==> config.mk <==
export PLATFORM = sky130hd
export DESIGN_NAME = bar_scene_sequencer
export DESIGN_NICKNAME = d
export VERILOG_FILES = /design/src/rtl/game_gfx_pkg.sv /design/src/rtl/gp_cmd_issuer.sv /design/src/rtl/bar_scene_sequencer.sv
export SDC_FILE = /design/constraint.sdc
export NUM_CORES = 1
export LEC_CHECK = 0
export CORE_ASPECT_RATIO = 0.5
export CORE_UTILIZATION = 44
export DETAILED_ROUTE_END_ITERATION = 10
export PLACE_DENSITY = 0.77
export SYNTH_ARGS = -nofsm -noshare
export SYNTH_HDL_FRONTEND = slang
export SYNTH_SLANG_ARGS = --single-unit
export TNS_END_PERCENT = 30
==> constraint.sdc <==
create_clock -name clk -period 2.8 [get_ports clk]
set_input_delay 0.56 -clock clk [delete_from_list [all_inputs] [get_ports clk]]
set_output_delay 0.56 -clock clk [all_outputs]
set_load 0.02 [all_outputs]
==> src/rtl/game_gfx_pkg.sv <==
// game_gfx_pkg: shared opcodes, default geometry and state encodings for the scene sequencer
package game_gfx_pkg;
    localparam logic OP_FILL     = 1'b1;
    localparam int   DEF_H_RES   = 640;
    localparam int   DEF_V_RES   = 480;
    localparam int   DEF_X_W     = 10;
    localparam int   DEF_Y_W     = 9;
    localparam int   DEF_COLOR_W = 12;
    typedef enum logic [2:0] {
        ST_SPLASH = 3'd0,
        ST_CLEAR  = 3'd1,
        ST_IDLE   = 3'd2,
        ST_ERASE  = 3'd3,
        ST_PAINT  = 3'd4
    } scene_state_t;
    typedef enum logic [1:0] {
        CMD_IDLE  = 2'd0,
        CMD_ISSUE = 2'd1,
        CMD_DRAIN = 2'd2
    } cmd_state_t;
endpackage

==> src/rtl/gp_cmd_issuer.sv <==
// gp_cmd_issuer: registers one rectangle command and runs the en/finish handshake with the graphics processor
module gp_cmd_issuer
    import game_gfx_pkg::*;
#(
    parameter int X_W     = DEF_X_W,
    parameter int Y_W     = DEF_Y_W,
    parameter int COLOR_W = DEF_COLOR_W
)(
    input  logic               clk,
    input  logic               rst,
    input  logic               req,
    input  logic               opcode,
    input  logic [X_W-1:0]     tl_x,
    input  logic [Y_W-1:0]     tl_y,
    input  logic [X_W-1:0]     br_x,
    input  logic [Y_W-1:0]     br_y,
    input  logic [COLOR_W-1:0] arg,
    input  logic               gp_finish,
    output logic               ack,
    output logic               gp_en,
    output logic               gp_opcode,
    output logic [X_W-1:0]     gp_tl_x,
    output logic [Y_W-1:0]     gp_tl_y,
    output logic [X_W-1:0]     gp_br_x,
    output logic [Y_W-1:0]     gp_br_y,
    output logic [COLOR_W-1:0] gp_arg
);
    cmd_state_t state;
    // req is still high in the ack cycle, so ack blocks a duplicate launch
    always_ff @(posedge clk) begin
        if (rst) begin
            state     <= CMD_IDLE;
            ack       <= 1'b0;
            gp_en     <= 1'b0;
            gp_opcode <= 1'b0;
            gp_tl_x   <= '0;
            gp_tl_y   <= '0;
            gp_br_x   <= '0;
            gp_br_y   <= '0;
            gp_arg    <= '0;
        end else begin
            ack <= 1'b0;
            case (state)
                CMD_IDLE: if (req && !ack && !gp_finish) begin
                    gp_opcode <= opcode;
                    gp_tl_x   <= tl_x;
                    gp_tl_y   <= tl_y;
                    gp_br_x   <= br_x;
                    gp_br_y   <= br_y;
                    gp_arg    <= arg;
                    gp_en     <= 1'b1;
                    state     <= CMD_ISSUE;
                end
                CMD_ISSUE: if (gp_finish) begin
                    gp_en <= 1'b0;
                    state <= CMD_DRAIN;
                end
                CMD_DRAIN: if (!gp_finish) begin
                    ack   <= 1'b1;
                    state <= CMD_IDLE;
                end
                default: state <= CMD_IDLE;
            endcase
        end
    end
endmodule

==> src/rtl/bar_scene_sequencer.sv <==
// bar_scene_sequencer: splash, full-screen clear, then per-tick erase/paint of NUM_CH level bars
module bar_scene_sequencer
    import game_gfx_pkg::*;
#(
    parameter int H_RES   = DEF_H_RES,
    parameter int V_RES   = DEF_V_RES,
    parameter int X_W     = DEF_X_W,
    parameter int Y_W     = DEF_Y_W,
    parameter int COLOR_W = DEF_COLOR_W,
    parameter int NUM_CH  = 8,
    parameter int GAP     = 4
)(
    input  logic                  clk,
    input  logic                  rst,
    input  logic                  start,
    input  logic                  repaint_tick,
    input  logic [NUM_CH*Y_W-1:0] levels,
    input  logic [COLOR_W-1:0]    bg_color,
    input  logic [COLOR_W-1:0]    fg_color,
    input  logic                  gp_finish,
    output logic                  gp_en,
    output logic                  gp_opcode,
    output logic [X_W-1:0]        gp_tl_x,
    output logic [Y_W-1:0]        gp_tl_y,
    output logic [X_W-1:0]        gp_br_x,
    output logic [Y_W-1:0]        gp_br_y,
    output logic [COLOR_W-1:0]    gp_arg,
    output logic                  busy,
    output logic                  frame_done,
    output logic                  overrun
);
    localparam int LANE_W = H_RES / NUM_CH;
    scene_state_t state;
    logic [3:0] ch;
    logic [NUM_CH*Y_W-1:0] snap;
    logic [Y_W-1:0] lvl, lvl_c, cmd_tl_y;
    logic [X_W+3:0] x0;
    logic [X_W-1:0] cmd_tl_x, cmd_br_x;
    logic [COLOR_W-1:0] cmd_arg;
    logic req, ack, skip, last;
    always_comb begin
        lvl      = snap[ch*Y_W +: Y_W];
        lvl_c    = (lvl >= Y_W'(V_RES)) ? Y_W'(V_RES) : lvl;
        x0       = (X_W+4)'(ch) * (X_W+4)'(LANE_W);
        skip     = (state == ST_PAINT) && (lvl == '0);
        req      = (state == ST_CLEAR) || (state == ST_ERASE) || ((state == ST_PAINT) && !skip);
        last     = ch == 4'(NUM_CH - 1);
        cmd_tl_x = (state == ST_CLEAR) ? '0 : X_W'(x0);
        cmd_br_x = (state == ST_CLEAR) ? X_W'(H_RES - 1) : X_W'(x0 + (X_W+4)'(LANE_W - GAP - 1));
        cmd_tl_y = (state == ST_PAINT) ? Y_W'(V_RES) - lvl_c : '0;
        cmd_arg  = (state == ST_PAINT) ? fg_color : bg_color;
    end
    always_ff @(posedge clk) begin
        if (rst) begin
            state      <= ST_SPLASH;
            ch         <= '0;
            snap       <= '0;
            busy       <= 1'b0;
            frame_done <= 1'b0;
            overrun    <= 1'b0;
        end else begin
            frame_done <= 1'b0;
            overrun    <= repaint_tick && (state != ST_IDLE);
            case (state)
                ST_SPLASH: if (start) begin
                    state <= ST_CLEAR;
                    busy  <= 1'b1;
                end
                ST_CLEAR: if (ack) begin
                    state      <= ST_IDLE;
                    busy       <= 1'b0;
                    frame_done <= 1'b1;
                end
                ST_IDLE: if (repaint_tick) begin
                    snap  <= levels;
                    ch    <= '0;
                    state <= ST_ERASE;
                    busy  <= 1'b1;
                end
                ST_ERASE: if (ack) state <= ST_PAINT;
                ST_PAINT: if (skip || ack) begin
                    state      <= last ? ST_IDLE : ST_ERASE;
                    busy       <= !last;
                    frame_done <= last;
                    ch         <= last ? ch : ch + 4'd1;
                end
                default: state <= ST_SPLASH;
            endcase
        end
    end
    gp_cmd_issuer #(.X_W(X_W), .Y_W(Y_W), .COLOR_W(COLOR_W)) u_issuer (
        .clk       (clk),
        .rst       (rst),
        .req       (req),
        .opcode    (OP_FILL),
        .tl_x      (cmd_tl_x),
        .tl_y      (cmd_tl_y),
        .br_x      (cmd_br_x),
        .br_y      (Y_W'(V_RES - 1)),
        .arg       (cmd_arg),
        .gp_finish (gp_finish),
        .ack       (ack),
        .gp_en     (gp_en),
        .gp_opcode (gp_opcode),
        .gp_tl_x   (gp_tl_x),
        .gp_tl_y   (gp_tl_y),
        .gp_br_x   (gp_br_x),
        .gp_br_y   (gp_br_y),
        .gp_arg    (gp_arg)
    );
endmodule

==> run summary, run 1 <==
The floorplan row count is 29. After synthesis, the cell types taking the most area are sky130_fd_sc_hd__dfxtp_1 42%, sky130_fd_sc_hd__nand2_1 13%, sky130_fd_sc_hd__a21oi_1 8.4%. The clock passes through at most 2 buffers.

For the pin with the worst max-slew slack, the measured transition is 703 ps. The via count of the first global-routing pass is 4,988, and the wire length reported by the detailed router is 15,700 um. In this run the worst hold path is classified as reg2reg. The run gives 360 as the iteration-0 DRC count of the detailed router. Among all cell types in the netlist, the one instantiated most often is sky130_fd_sc_hd__nand2_1. 156 I/O pins were placed. The commonest cells after synthesis are 200 x sky130_fd_sc_hd__nand2_1, 121 x sky130_fd_sc_hd__dfxtp_1, 96 x sky130_fd_sc_hd__a21oi_1, 41 x sky130_fd_sc_hd__nor2_1, 31 x sky130_fd_sc_hd__clkbuf_1. The worst path needs 2740 ps of the cycle, external delays included.

The compound-cell area share of the yosys netlist is 0.164. The number of enable flip-flop cells after synthesis came out at 0. The xor and xnor fraction of the mapped netlist area came out at 0.0107. IR analysis of the VDD net gives a maximum drop of 0.385 mV. Internal power of the cells: 0.00338 W. The sequential power share is 0.402, and the count of TritonRoute iterations in the first routing pass is 6. The placeable core area was 0.0127 mm^2; the normalized max-slew margin was 0.531. Largest area contributor in the netlist: sky130_fd_sc_hd__dfxtp_1.

The tools report the worst setup path startpoint as ch[0]$_SDFFE_PP0P_. Setup violations remaining at the end of the flow were counted as 0. The tools report the termination of the worst setup path as u_issuer.gp_arg[7]$_SDFFE_PP0P_. Summing over every cut layer, the via total after detailed routing is 5,262. On the final layout, the worst clock skew is 8.12 ps. For this run the aggregate overflow at the end of global routing stands at 0. The tools report the standard cell area after detailed placement as 0.00732 mm^2.

Detailed placement finished with a half-perimeter wire length of 10,600 um. The most used flip-flop cell after synthesis is sky130_fd_sc_hd__dfxtp_1. For this run, the number of Yosys warnings is 0. The share of total power consumed by net switching is 0.231, and the highest fanout seen on the critical path is 27. X dimension of the die: 163 um. The clock-pin slew of the registers on the worst-case setup and hold paths works out to 60 ps. The tools report the proportion of power drawn by combinational gates as 0.094. The required time reported for the critical path endpoint is 3060 ps. Entering global routing, the biggest net connects 76 pins.

Sequential cell area fraction in the yosys report: 0.423. The post-route fraction of the period consumed by the critical path came out at 0.978. CTS root buffer: sky130_fd_sc_hd__clkbuf_16. For flop-to-flop paths, the worst setup slack is 60 ps. The worst setup path is of the reg2reg kind.

The routed wirelength normalized by instance count came out at 15.8 um. The share of synthesized registers carrying an async set or reset works out to 0. The number of CTS-inserted buffers was 17; the count of antenna diodes in the layout was 0. The run gives 3000 ps as the data arrival time of the critical path.

The clock sink count was 121. The reg-to-reg endpoint is u_issuer.gp_arg[7]$_SDFFE_PP0P_. The overall power after layout is 0.00440 W.

Die extent in y: 82.7 um. The logs give 0 for the number of antenna violations at the first check in global routing and 4 for the H-tree depth reported by CTS. The analysis attributes to net switching a power of 0.00102 W. The cell count after synthesis came out at 678.

The synthesized design contains 121 register bits. The fraction of final layout cells sized beyond drive strength 1 was 0.134. The die covers 0.0135 mm^2. STA classifies the critical path endpoint as a flop. The logs give 365 MHz for the highest achievable clock rate and 916 for the total number of nets in the final design.

The post-synthesis share of cell area spent on full adders, half adders and majority gates was 0.0166. In the routed design, unresolved DRC markers number 0. The mux share of post-synthesis cell area is 0.102. The startpoint of the most critical register-to-register path was ch[0]$_SDFFE_PP0P_. The tools report the combined global-route utilization of all metal layers as 0.227. For this design the static power due to leakage is 2.79 nW.

Via count normalized by instance count: 5.32. After routing the design area is 0.00798 mm^2. TritonCTS built the clock tree. The largest family of logic cells by synthesized area is simple AND/OR/NAND/NOR gates.

A synthesized cell averages 8.45 um^2. Worst-case reg-to-reg path depth: 8. The logs give 990 for the final standard cell count with taps included and fillers excluded and 23,900 um for the first-pass GRT wire length.

The flow ran to the end, and the final reports show no timing, DRC or antenna violations. Routability-driven placement finished with a final weighted congestion of 0.907. The later-pin clock latency in the skew report was 410 ps. The area fraction in and, or, nand and nor cells after synthesis works out to 0.215. The tools report the number of max-slew violations in the final report as 0.

The worst hold path passes through 2 cells. The hold violation count in the final report came out at 0. In this run the power density over the cells is 551 mW/mm^2. The quantity of I/O buffers inserted on ports came out at 150. The run gives 0 as the max-capacitance violation count. The tools report the number of distinct library cells after synthesis as 61. The effective utilization at floorplan was 0.452. The clock network fraction of total power came out at 0.504. From synthesis to final layout, the design area changed by 39.3%.

Netlist area before placement: 0.00573 mm^2. The number of routed nets with antenna violations was 0. The area share of the largest cell type after synthesis works out to 0.423. STA classifies the critical path startpoint as a flop. Once placement completed, the tool counted placed cells totaling 958.
[registers in the layout, summed over array words and instances, names as in the netlist]
| signal | cells |
|---|---|
| busy | 1 |
| ch | 4 |
| frame_done | 1 |
| overrun | 1 |
| snap | 72 |
| state | 3 |
| u_issuer.ack | 1 |
| u_issuer.gp_arg | 12 |
| u_issuer.gp_br_x | 8 |
| u_issuer.gp_en | 1 |
| u_issuer.gp_tl_x | 6 |
| u_issuer.gp_tl_y | 9 |
| u_issuer.state | 2 |
[cells in the final DEF, fill, tap and decap left out, types with 4 or more instances in the layout]
master / n
sky130_fd_sc_hd__o21ai_0: 6
sky130_fd_sc_hd__mux4_2: 14
sky130_fd_sc_hd__conb_1: 5
sky130_fd_sc_hd__inv_1: 4
sky130_fd_sc_hd__clkbuf_16: 17
sky130_fd_sc_hd__and2_1: 4
sky130_fd_sc_hd__nand2_1: 199
sky130_fd_sc_hd__nor2_1: 41
sky130_fd_sc_hd__a311oi_2: 14
sky130_fd_sc_hd__or3_1: 5
sky130_fd_sc_hd__mux2i_1: 9
sky130_fd_sc_hd__nand4_1: 4
sky130_fd_sc_hd__buf_4: 19
sky130_fd_sc_hd__clkdlybuf4s50_1: 149
sky130_fd_sc_hd__nand2b_1: 5
sky130_fd_sc_hd__nand3_1: 15
sky130_fd_sc_hd__clkinv_4: 6
sky130_fd_sc_hd__mux2_2: 8
sky130_fd_sc_hd__dfxtp_1: 119
sky130_fd_sc_hd__a21oi_1: 96
sky130_fd_sc_hd__ha_1: 5
sky130_fd_sc_hd__buf_12: 5
sky130_fd_sc_hd__xnor2_1: 4
[critical path: stages (launching register included)]
cell and delay [ps]:
sky130_fd_sc_hd__dfxtp_4 410, sky130_fd_sc_hd__mux4_1 620, sky130_fd_sc_hd__o41a_1 430, sky130_fd_sc_hd__a41oi_4 280, sky130_fd_sc_hd__a31oi_2 180, sky130_fd_sc_hd__o21ba_2 280, sky130_fd_sc_hd__buf_12 170, sky130_fd_sc_hd__nor2_1 140
sky130_fd_sc_hd__a311oi_2 60
[cell type report]
type,instances,area [um^2]
clock buffers,17,425
clock inverters,14,175
fillers,1064,4680
inverters,4,15.0
multi-input cells,490,2980
flip-flops and latches,121,2430
well taps,170,213
repair buffers,174,1750
[logic make-up after synthesis]
group	after synthesis
AOI/OAI and AO/OA	141
xor gates and xnor gates	7
adders and majority gates	7
buffers and inverters	71
DFF	121
muxes	36
other	1
and+or+nand+nor	294
[per-layer routing]
metal	wire length [um]	track usage	vias up
li1	-	-	2570
met5	0	0	-
met4	231	0.0748	0
met1	7260	0.290	2482
met3	967	0.0584	25
met2	7200	0.379	185
[per-stage QoR]
| stage | TNS (ps) | worst slack (ps) | utilization | hold slack (ps) |
|---|---|---|---|---|
| 2_1_floorplan | 0 | 44.9 | - | 432 |
| 3_3_place_gp | 0 | 18.0 | 0.578 | 439 |
| 3_5_place_dp | -146 | -23.5 | 0.578 | 446 |
| 4_1_cts | 0 | 83.7 | 0.626 | 453 |
| 5_1_grt | -94.7 | -22.4 | 0.630 | 467 |
| 6_report | 0 | 62.3 | 0.630 | 450 |
[worst min-delay path by stage]
stage / slack [ps] / start / to
4_1_cts: 450 / u_issuer.gp_tl_x[7]$_SDFFE_PP0P_ / u_issuer.gp_tl_x[7]$_SDFFE_PP0P_
5_1_grt: 470 / u_issuer.gp_en$_SDFFE_PP0P_ / u_issuer.gp_en$_SDFFE_PP0P_
3_3_place_gp: 440 / snap[47]$_SDFFE_PP0P_ / snap[47]$_SDFFE_PP0P_
2_1_floorplan: 430 / snap[17]$_SDFFE_PP0P_ / snap[17]$_SDFFE_PP0P_
6_report: 450 / u_issuer.gp_tl_x[7]$_SDFFE_PP0P_ / u_issuer.gp_tl_x[7]$_SDFFE_PP0P_
3_5_place_dp: 450 / u_issuer.gp_tl_y[4]$_SDFFE_PP0P_ / u_issuer.gp_tl_y[4]$_SDFFE_PP0P_
[repair_timing]
action | 4_1_cts | 5_1_grt
endpoints found under the setup margin | 18 | 40
hold buffers | 0 | 0
gates resized for setup | 1 | 13
setup buffers | 0 | 1
pin swaps | 0 | 1
[power groups by stage]
stage | logic (W) | registers [W] | clock network [W]
2_1_floorplan | 0.000170 | 0.00183 | 0
4_1_cts | 0.000412 | 0.00177 | 0.00223
3_5_place_dp | 0.000409 | 0.00181 | 0
6_report | 0.000412 | 0.00177 | 0.00222
3_3_place_gp | 0.000405 | 0.00181 | 0
5_1_grt | 0.000442 | 0.00177 | 0.00233
(Power assumes the default switching activity.)
==> inputs of run 2 (changes only) <==
--- a/config.mk
+++ b/config.mk
@@ -9,6 +9,7 @@
 export CORE_UTILIZATION = 44
 export DETAILED_ROUTE_END_ITERATION = 10
 export PLACE_DENSITY = 0.77
+export REMOVE_ABC_BUFFERS = 1
 export SYNTH_ARGS = -nofsm -noshare
 export SYNTH_HDL_FRONTEND = slang
 export SYNTH_SLANG_ARGS = --single-unit
==> run 2 against run 1 <==
Effect of this change: final cell count grew 0.20%; final area barely moved; critical path type unchanged; critical path depth fell by 1; power is 0.33% lower; first-iteration DRC count fell by 2.2%.
==> run summary, run 2 (same netlist as run 1, synthesis figures left out) <==
The run finished with clean final reports. The die extent in y works out to 82.7 um (unchanged). The count of placed standard cells including taps was 959 (+0.10%). The number of antenna violations at the first check in global routing is 0 (unchanged), and the final core area utilization is 0.630 (about the same). Via count normalized by instance count: 5.35 (+0.63%). The hold buffer count at cts was 0 (unchanged); the number of top-level pins was 156 (unchanged). The worst-case clock buffer depth is 2 (unchanged), and the net switching power of the design is 0.00100 W (-1.7%).

CTS root buffer: sky130_fd_sc_hd__clkbuf_16. The run gives 3100 ps (+40 ps) as the required time reported for the critical path endpoint. The layout overhead on the synthesized area was 39.3% (about the same).

The tools report the routed via count as 5,306 (+0.84%). The residual overflow from global routing came out at 0 (unchanged). The count of TritonRoute iterations in the first routing pass was 5 (-1); the wire length reported by the detailed router was 15,000 um (-4.4%).

The first-pass GRT wire length was 23,800 um (-0.29%). Leaving out fill and tap cells, the most frequent cells in the layout are 199 x sky130_fd_sc_hd__nand2_1, 149 x sky130_fd_sc_hd__clkdlybuf4s50_1, 120 x sky130_fd_sc_hd__dfxtp_1, 96 x sky130_fd_sc_hd__a21oi_1, 41 x sky130_fd_sc_hd__nor2_1. The highest fanout seen on the critical path is 5 (-81%). The tools report the later-pin clock latency in the skew report as 420 ps (about the same). The tools report the area enclosed by the die boundary as 0.0135 mm^2 (unchanged).

Type of the worst min-delay path: reg2reg. Critical path class: reg2reg. The tools report the highest achievable clock rate as 370 MHz (+1.2%). For the total of endpoints with negative setup slack in the final report, the log shows 0 (unchanged).

The tools report the total number of nets in the final design as 917 (+0.11%). Worst clock skew on the final layout: 8.90 ps (+0.778 ps). STA classifies the critical path endpoint as a flop.

The share of total power consumed by net switching works out to 0.228 (-0.00316). The run gives 0 (unchanged) as the number of routed nets with antenna violations. The critical path's slowest cell is sky130_fd_sc_hd__mux4_1. The run gives 4,903 (-1.7%) as the via count of the first global-routing pass. For the storage element area, the log shows 0.00243 mm^2 (about the same).

The x dimension of the die came out at 163 um (unchanged). STA classifies the critical path startpoint as a flop. The flip-flop count of the largest register, all copies and words added was 72 (unchanged).

The leakage power is 2.79 nW (about the same), and the number of max-slew violations in the final report is 0 (unchanged). The quantity of I/O buffers inserted on ports was 150 (unchanged); the clock sink count was 121 (unchanged). The hold violation count in the final report came out at 0 (unchanged).

In the final layout, the registers with the most flip-flops are snap (72), u_issuer.gp_arg (12), u_issuer.gp_tl_y (9). The clock network fraction of total power is 0.502 (-0.002), and the combined global-route utilization of all metal layers is 0.226 (-0.00171). The register with the most flip-flops in the final layout is snap. The tools report the floorplan row count as 29 (unchanged). The internal power of the cells is 0.00338 W (about the same), and the post-route fraction of the period consumed by the critical path is 0.966 (-0.0115).

The tools report the data arrival time of the critical path as 3000 ps (about the same). H-tree depth reported by CTS: 4 (unchanged). The remaining routing DRC violations came out at 0 (unchanged). For the iteration-0 DRC count of the detailed router, the log shows 352 (-2.2%).

The leading cell type in the layout, fill and taps excluded is sky130_fd_sc_hd__nand2_1. The tools report the max-capacitance violation count as 0 (unchanged). TritonCTS built the clock tree. For the final weighted congestion of routability-driven global placement, the log shows 0.984 (+8.5%). Setup repair after global routing could not meet its margin everywhere.

The fraction of final layout cells sized beyond drive strength 1 is 0.125 (-0.00884), and the combined area of the multi-input logic cells is 0.00295 mm^2 (-0.97%). The final critical path time including I/O delays and setup works out to 2710 ps (-32.3 ps). The proportion of power drawn by combinational gates came out at 0.094 (about the same). The clock-pin slew of the registers on the worst-case setup and hold paths is 60 ps (about the same), and the maximum vdd drop is 0.355 mV (-7.9%). The count of antenna diodes in the layout is 0 (unchanged). Routed wirelength normalized by instance count: 15.1 um (-4.6%). The run gives 0.403 (about the same) as the sequential power share. Placeable core area: 0.0127 mm^2 (unchanged). The filler cell count is 1,053 (-1.0%). The signal on the critical path passes through mux4_1 -> o41a_1 -> a41oi_2 -> a31oi_1 -> o21ai_1 -> a21oi_1 -> mux2_2. The half-perimeter wire length after detailed placement was 10,500 um (-1.2%); the effective utilization at floorplan was 0.452 (unchanged).

For the maximum number of pins on one net before global-route repair, the log shows 76 (unchanged). The number of CTS-inserted buffers was 17 (unchanged); the critical path's largest stage delay was 610 ps (about the same). The final standard cell count with taps included and fillers excluded is 992 (+0.20%), and the total power density per cell area is 549 mW/mm^2 (-0.34%).
## run 2: cell count changes in the layout (fill, tap and decap cells not counted), sizes merged
cell and delta:
clkinv -2, buf +1, clkbuf +1, inv -1, clkinvlp +3
## run 2: final timing paths
path / cells after the start / startpoint / slack, ps / endpoint
max reg2reg: 7 / ch[0]$_SDFFE_PP0P_ / 90 / ch[0]$_SDFFE_PP0P_
min: 2 / u_issuer.gp_br_x[8]$_SDFFE_PP0P_ / 450 / u_issuer.gp_br_x[8]$_SDFFE_PP0P_
min reg2reg: 2 / u_issuer.gp_br_x[8]$_SDFFE_PP0P_ / 450 / u_issuer.gp_br_x[8]$_SDFFE_PP0P_
max: 7 / ch[0]$_SDFFE_PP0P_ / 90 / ch[0]$_SDFFE_PP0P_
## run 2: what timing repair did
| action | 4_1_cts | 5_1_grt |
|---|---|---|
| setup buffers | 0 | 1 |
| hold endpoints to repair | 0 | 0 |
| endpoints found under the setup margin | 2 | 35 |
| pin swaps | 0 | 3 |
| resized for setup | 1 | 6 |
## run 2: final cells by class
class,instances,share of cell area
multi-input cells,490,0.370
flip-flops and latches,121,0.304
repair buffers,175,0.222
clock buffers,18,0.0538
well taps,170,0.0267
clock inverters,14,0.0220
inverters,4,0.00188
## run 2: critical path, delay by kind of cell, from the launching register on
family          cells  cell delay [ps]
compound gates      5             1290
mux                 2              910
flops               1              390
## run 2: routing by layer
layer / part of all wire / track usage / vias to the layer above
met4: 0.0084 / 0.0832 / 0
met5: 0 / 0 / -
met3: 0.065 / 0.0475 / 17
li1: - / - / 2581
met1: 0.45 / 0.289 / 2528
met2: 0.47 / 0.380 / 180
## run 2: stage by stage
step	TNS, ps	area (um^2)	hold WS (ps)	power (W)	setup slack, ps
CTS	0	7950	453	0.00441	91.7
detailed placement	0	7340	445	0.00222	27.3
finish	0	7980	449	0.00438	94.6
floorplan	-160680	5370	425	0.00194	-1970
global placement	0	7340	439	0.00221	84.7
global route	-149	7980	467	0.00454	-47.1
## run 2: power groups by stage
stage	combinational [W]	sequential, W	clock, W
2_1_floorplan	0.0000954	0.00185	0
3_3_place_gp	0.000407	0.00180	0
3_5_place_dp	0.000412	0.00181	0
4_1_cts	0.000414	0.00177	0.00223
5_1_grt	0.000444	0.00177	0.00232
6_report	0.000413	0.00177	0.00220
